`src/rtl/frame_decode.sv`:
```
// frame_decode: serial frame receiver.
//
// serial_data/serial_clock arrive asynchronously and are brought into the
// clock domain with two-flop synchronizers. A rising edge of the synchronized
// serial clock samples one bit. While hunting, bits slide through a
// SYNC_BITS window until it matches SYNC_PATTERN. The following
// FRAME_BITS-SYNC_BITS bits then form the payload. The complete frame
// {SYNC_PATTERN, payload} is offered to a one-entry output holding register
// with a valid/ready handshake.
//
// Ports
//   clock, reset        system clock, synchronous active-high reset
//   serial_data         serial bit, valid at the serial_clock rising edge
//   serial_clock        serial bit clock (each phase >= 2 clock periods)
//   frame_ready         consumer takes the held frame when frame_valid=1
//   frame_valid         frame holds a complete, unaccepted frame
//   frame               captured frame, first-received bit in the MSB
//   overrun             one-cycle pulse: a completed frame was dropped
//   timeout             one-cycle pulse: a partial frame was abandoned
//   drop_count          saturating count of overrun + timeout pulses
//   busy                high while a payload is being received
module frame_decode #(
  parameter int                   FRAME_BITS     = 192,
  parameter int                   SYNC_BITS      = 32,
  parameter logic [SYNC_BITS-1:0] SYNC_PATTERN   = 32'hAAAA_AAAA,
  parameter int                   TIMEOUT_CYCLES = 1024
) (
  input  logic                  clock,
  input  logic                  reset,
  input  logic                  serial_data,
  input  logic                  serial_clock,
  input  logic                  frame_ready,
  output logic                  frame_valid,
  output logic [FRAME_BITS-1:0] frame,
  output logic                  overrun,
  output logic                  timeout,
  output logic [7:0]            drop_count,
  output logic                  busy
);

  localparam int PAY_BITS = FRAME_BITS - SYNC_BITS;
  localparam int CNT_W    = $clog2(PAY_BITS + 1);
  localparam int IDLE_W   = $clog2(TIMEOUT_CYCLES + 1);

  typedef enum logic {
    HUNT    = 1'b0,
    PAYLOAD = 1'b1
  } state_t;

  // Synchronizers and edge detect
  logic sc_meta_reg, sc_sync_reg, sc_prev_reg;
  logic sd_meta_reg, sd_sync_reg;
  logic started_reg, armed_reg;

  // Receiver state
  state_t                state_reg;
  logic [SYNC_BITS-1:0]  window_reg;
  logic [PAY_BITS-1:0]   payload_reg;
  logic [CNT_W-1:0]      bit_count_reg;
  logic [IDLE_W-1:0]     idle_reg;

  // Output stage
  logic                  frame_valid_reg;
  logic [FRAME_BITS-1:0] frame_reg;
  logic                  overrun_reg;
  logic                  timeout_reg;
  logic [7:0]            drop_count_reg;

  logic                  bit_event;
  logic [SYNC_BITS-1:0]  window_shift;
  logic [PAY_BITS-1:0]   payload_shift;
  logic                  offer;
  logic                  accept;
  logic                  timeout_hit;
  logic                  drop;

  // started_reg marks that sc_meta_reg holds a real sample rather than its
  // reset value. The edge detector only arms once the serial clock has been
  // seen low after reset, so a line already high at reset release cannot
  // masquerade as a rising edge.
  always_ff @(posedge clock) begin
    if (reset) begin
      sc_meta_reg <= 1'b0;
      sc_sync_reg <= 1'b0;
      sc_prev_reg <= 1'b0;
      sd_meta_reg <= 1'b0;
      sd_sync_reg <= 1'b0;
      started_reg <= 1'b0;
      armed_reg   <= 1'b0;
    end else begin
      sc_meta_reg <= serial_clock;
      sc_sync_reg <= sc_meta_reg;
      sc_prev_reg <= sc_sync_reg;
      sd_meta_reg <= serial_data;
      sd_sync_reg <= sd_meta_reg;
      started_reg <= 1'b1;
      if (started_reg && !sc_meta_reg) begin
        armed_reg <= 1'b1;
      end
    end
  end

  assign bit_event = armed_reg & sc_sync_reg & ~sc_prev_reg;

  // New bit enters at the LSB of both shift registers.
  if (SYNC_BITS > 1) begin : g_window
    assign window_shift = {window_reg[SYNC_BITS-2:0], sd_sync_reg};
  end else begin : g_window_one
    assign window_shift = sd_sync_reg;
  end

  if (PAY_BITS > 1) begin : g_payload
    assign payload_shift = {payload_reg[PAY_BITS-2:0], sd_sync_reg};
  end else begin : g_payload_one
    assign payload_shift = sd_sync_reg;
  end

  // The last payload bit is being processed this cycle.
  assign offer = (state_reg == PAYLOAD) && bit_event &&
                 (bit_count_reg == CNT_W'(PAY_BITS - 1));

  // Idle counter would reach TIMEOUT_CYCLES on this edge.
  assign timeout_hit = (state_reg == PAYLOAD) && !bit_event &&
                       (idle_reg == IDLE_W'(TIMEOUT_CYCLES - 1));

  // A ready consumer frees the holding register on the same edge, so a new
  // frame may replace the one being accepted.
  assign accept = !frame_valid_reg || frame_ready;
  assign drop   = (offer && !accept) || timeout_hit;

  always_ff @(posedge clock) begin
    if (reset) begin
      state_reg       <= HUNT;
      window_reg      <= '0;
      payload_reg     <= '0;
      bit_count_reg   <= '0;
      idle_reg        <= '0;
      frame_valid_reg <= 1'b0;
      frame_reg       <= '0;
      overrun_reg     <= 1'b0;
      timeout_reg     <= 1'b0;
      drop_count_reg  <= '0;
    end else begin
      overrun_reg <= offer && !accept;
      timeout_reg <= timeout_hit;

      if (drop && (drop_count_reg != 8'hFF)) begin
        drop_count_reg <= drop_count_reg + 8'd1;
      end

      if (offer && accept) begin
        frame_reg       <= {SYNC_PATTERN, payload_shift};
        frame_valid_reg <= 1'b1;
      end else if (frame_valid_reg && frame_ready) begin
        frame_valid_reg <= 1'b0;
      end

      case (state_reg)
        HUNT: begin
          if (bit_event) begin
            window_reg <= window_shift;
            if (window_shift == SYNC_PATTERN) begin
              state_reg     <= PAYLOAD;
              bit_count_reg <= '0;
              idle_reg      <= '0;
            end
          end
        end

        PAYLOAD: begin
          if (bit_event) begin
            payload_reg <= payload_shift;
            idle_reg    <= '0;
            if (offer) begin
              state_reg     <= HUNT;
              window_reg    <= '0;
              bit_count_reg <= '0;
            end else begin
              bit_count_reg <= bit_count_reg + CNT_W'(1);
            end
          end else if (timeout_hit) begin
            state_reg     <= HUNT;
            window_reg    <= '0;
            bit_count_reg <= '0;
            idle_reg      <= '0;
          end else begin
            idle_reg <= idle_reg + IDLE_W'(1);
          end
        end

        default: state_reg <= HUNT;
      endcase
    end
  end

  assign frame_valid = frame_valid_reg;
  assign frame       = frame_reg;
  assign overrun     = overrun_reg;
  assign timeout     = timeout_reg;
  assign drop_count  = drop_count_reg;
  assign busy        = (state_reg == PAYLOAD);

endmodule

```
`config.mk`:
```
export PLATFORM = sky130hd
export DESIGN_NAME = frame_decode
export DESIGN_NICKNAME = d
export VERILOG_FILES = /design/src/rtl/frame_decode.sv
export SDC_FILE = /design/constraint.sdc
export NUM_CORES = 1
export LEC_CHECK = 0
export CAP_MARGIN = 20
export CORE_MARGIN = 2
export CORE_UTILIZATION = 40
export CTS_BUF_LIST = sky130_fd_sc_hd__clkbuf_16
export CTS_CLUSTER_DIAMETER = 150
export DETAILED_ROUTE_END_ITERATION = 8
export PLACE_DENSITY = 0.71
export SYNTH_ARGS = -nofsm -noshare
export SYNTH_HDL_FRONTEND = slang
export SYNTH_SLANG_ARGS = --single-unit
```
`constraint.sdc`:
```
create_clock -name clock -period 2.4 [get_ports clock]
set_input_delay 0.36 -clock clock [delete_from_list [all_inputs] [get_ports clock]]
set_output_delay 0.36 -clock clock [all_outputs]
set_load 0.005 [all_outputs]
```
==> metrics.sh <==
GRT_OVERFLOW_TOTAL=0
POST_LAYOUT_NONFILLER_INSTANCES=2349
PLACE_HPWL_UM=18800
VIAS_PER_CELL=4.94
POWER.SEQUENTIAL.FRACTION_PCT=52.2
ROUTE.VIAS.TOTAL=11609
DELAY_OF_THE_SLOWEST_CELL_ON_THE_WORST_PATH_PS=590
DRTPASS1ITERATIONS=5
SYNTH_CELL_TYPE_COUNT=43
INTPOWER_W=0.00985
POST-ROUTE-PERIOD-UTIL_PCT=92.4
CTS-ROOT-TO-SINK-BUFFERS=3
CRIT_REQUIRED_PS=2040
FINAL-SETUP-VIOL-COUNT=0
CTS.HOLD.BUFFERS_ADDED=0
HOLD-WORST-SLACK_PS=396
GRTUSAGETOTAL_PCT=16.5
ROUTE.FINAL.WIRE_LENGTH_UM=31100
FINALWORSTPATHREQUIREDPERIOD_PS=2220
POSTSYNTH.ASYNCRESETSHARE_PCT=0
WORST_SUPPLY_VOLTAGE_DROP_ON_VDD_uV=478
GRT_PASS1_WL_UM=50900
MAX_CAP_VIOL_COUNT=0
TIMING.CLOCK.SKEW_PS=17.7
P_TOTAL_W=0.0124
PORTBUFFERS=192
POSTSYNTH.TOPFLOPCELL='dfxtp_1'
PLACED_CELLS_INCL_TAPS=2279
DRC=0
NETSWITCHINGPOWER_W=0.00255
FP.DIEW_UM=191
CLKSLEWWORSTSETUPHOLDPATHS_PS=60
FLOW.AREA_GROWTH_FROM_SYNTHESIS_PCT=23.6
CELLLEAKAGEPOWER_nW=5.64
SYNTH_AREA_PER_CELL_UM2=7.99
SERIES_OF_CELL_INSTANCES_ALONG_THE_CRITICAL_PATH='buf_4, clkdlybuf4s50_1'
P_PER_AREA_nW_PER_UM2=714
SYNTH_SEQ_AREA_SHARE_PCT=55.5
LARGEST_REGISTER_FFS=161
POSTCTSSETUPBUFFERS=0
TRITONCTS.NUM_BUFFERS=41
POST_DRT_WL_PER_CELL_UM=13.3
HTREE_LEVELS=2
FMAX_GHz=0.451
CP-START-KIND='register'
WORST-PATH-MAX-FANOUT=47
DR.FIRST_ITER.DRC_COUNT=724
SYNTHCELLS=1757
TOTALNEGATIVESETUPSLACK_PS=0
SLEW_HEADROOM_PCT=41.5
TIMING_MAX_TRANSITION_VIOLATIONS_FINAL=0
N_FILL_CELL=3251
CTS-RESIZED-GATES=0
INITIAL_CORE_UTIL_PCT=40.6
FRACTION_OF_POWER_CONSUMED_BY_COMBINATIONAL_CELLS_PCT=1.1
FF2FF_PATH_DEPTH=8
P_CLK_SHARE_PCT=46.7
CTS_TREE='done'
SYNTHESIS.AREA_UM2=14000
IO-PIN-COUNT=209
LAYOUT-DRIVE-GT1-SHARE_PCT=4.22
CHIP_HEIGHT_UM=191
FP-ROW-COUNT=68
SLEW_AT_THE_PIN_CLOSEST_TO_ITS_MAX_SLEW_LIMIT_PS=877
COUNT_OF_ENDPOINTS_FAILING_HOLD_IN_THE_FINAL_TIMING_REPORT=0
CRITICAL_PATH_CLASS='reg2out'
MIN-DELAY-PATH-CLASS='in2reg'
STATUS='finished, final reports clean'
GRT_START_MAX_NET_PINS=128
NUMBER_OF_ENABLE_FLIP_FLOP_CELLS_AFTER_SYNTHESIS=0
CTS_ROOT_BUFFER='clkbuf_16'
FLOORPLAN.DIE_AREA_UM2=36600
WORST_EP_ARRIVAL_TIME_PS=1860
ANTENNA-DIODE-COUNT=0
SETUP_REPAIR_AFTER_GLOBAL_ROUTING_MISSED_ITS_MARGIN='false'
FINAL_UTIL_PCT=50.2
FINISH.NET_COUNT=1875
VIAS_IN_THE_FIRST_GLOBAL_ROUTE=10552
MULTI_INPUT_AREA_UM2=5550
POWER.SWITCHING_FRACTION_PCT=20.6
AREA.SEQUENTIAL_UM2=7790
GPL.FINAL_WEIGHTED_CONGESTION=0.765
YS.WARNINGS.COUNT=0
DRT.ANTENNA.VIOLATING_NETS=0
SYNTH.FF_LATCH_COUNT=389
CORE_UM2=34500
CLKLATENCYLATEPIN_PS=520
CP_SLOWEST_CELL='clkdlybuf4s50_1'
GRT_ANTENNA_BEFORE_REPAIR=0
MIN_DELAY_PATH_DEPTH=2
CLK_SINK_COUNT=389
SETUP_CRIT_END_KIND='output pin'
## synth_stat cells (all sizes together), types with 5 or more instances
cell	number	area, µm²
nor4bb	6	60.1
buf	67	425
o2111ai	5	43.8
nor2	65	244
xor2	16	140
nand4	5	31.3
and3	7	43.8
clkbuf	93	349
nor3b	32	240
a21oi	359	1800
nand3	13	70.1
nand2	648	2430
nor3	8	45.0
nor2b	5	31.3
o21ai	8	40.0
dfxtp	389	7790
## power by group through the flow
stage	registers, W	clock network, W	logic (W)
floorplan	0.00661	0	0.000124
global placement	0.00661	0	0.000142
detailed placement	0.00661	0	0.000143
CTS	0.00647	0.00594	0.000143
global route	0.00646	0.00623	0.000157
finish	0.00647	0.00579	0.000141
## critical path, delay by kind of cell (launching register included)
kind	cells	cell delay [ps]
DFF	1	330
buffers and inverters	2	1010
## logic make-up (layout without fill, tap and decap cells)
group | Yosys count | in the layout | share of synthesized area [%]
xor gates and xnor gates | 16 | 16 | 0.998
DFF | 389 | 389 | 55.5
other | 1 | 16 | 0.0267
adders and majority gates | 3 | 3 | 0.267
and+or+nand+nor | 806 | 806 | 23.8
buffers and inverters | 162 | 284 | 5.57
AOI/OAI and AO/OA | 380 | 380 | 13.9
## cells in the final DEF, fill, tap and decap left out, types with 2 or more instances in the layout
cell type and count:
bufinv_16 2, inv_1 13, nor2b_1 4, nor2_1 65, and2_1 3, nand4_1 5
nand3_1 12, xor2_1 16, conb_1 16, clkinv_1 10, buf_12 11, and3_1 7
or3_1 2, nand2_4 2, o21ai_0 8, nor3b_1 32, ha_1 3, nand3b_1 2
nand2_1 646, nor4bb_1 6, clkbuf_16 42, o2111ai_1 5, buf_4 9, clkinv_2 4
clkdlybuf4s50_1 191, nor3_1 7, a21oi_1 359, a31oi_1 2, dfxtp_1 389
## metal layers
metal | global-route usage [%] | vias up | wire (µm)
li1 | - | 5894 | -
met1 | 21.2 | 5408 | 14100
met2 | 28.0 | 259 | 14700
met3 | 3.03 | 48 | 1560
met4 | 5.27 | 0 | 713
met5 | 0 | - | 0
## final timing paths
path | from | to | slack [ps]
worst max-delay path | busy$_SDFF_PP0_ | busy | 180
worst min-delay path | serial_clock | sc_meta_reg$_SDFF_PP0_ | 400
worst max register to register | idle_reg[0]$_SDFFE_PP0P_ | window_reg[26]$_SDFFE_PP0P_ | 340
worst min register to register | sc_meta_reg$_SDFF_PP0_ | sc_sync_reg$_SDFF_PP0_ | 440
## stage by stage
stage	instance area, µm²	setup slack [ps]
final	17400	181
after CTS	17400	163
after detailed placement	16100	336
after global placement	16100	356
after floorplan	14100	569
after global routing	17400	68.4
## cell type report
cell class | count | share of cell area (%)
multi-input combinational | 1221 | 32.0
clock inverter | 28 | 1.01
tap | 455 | 3.28
timing repair buffer | 212 | 12.8
clock buffer | 42 | 6.05
inverter | 2 | 0.0432
sequential | 389 | 44.9
Power figures use the tool's default switching activity.
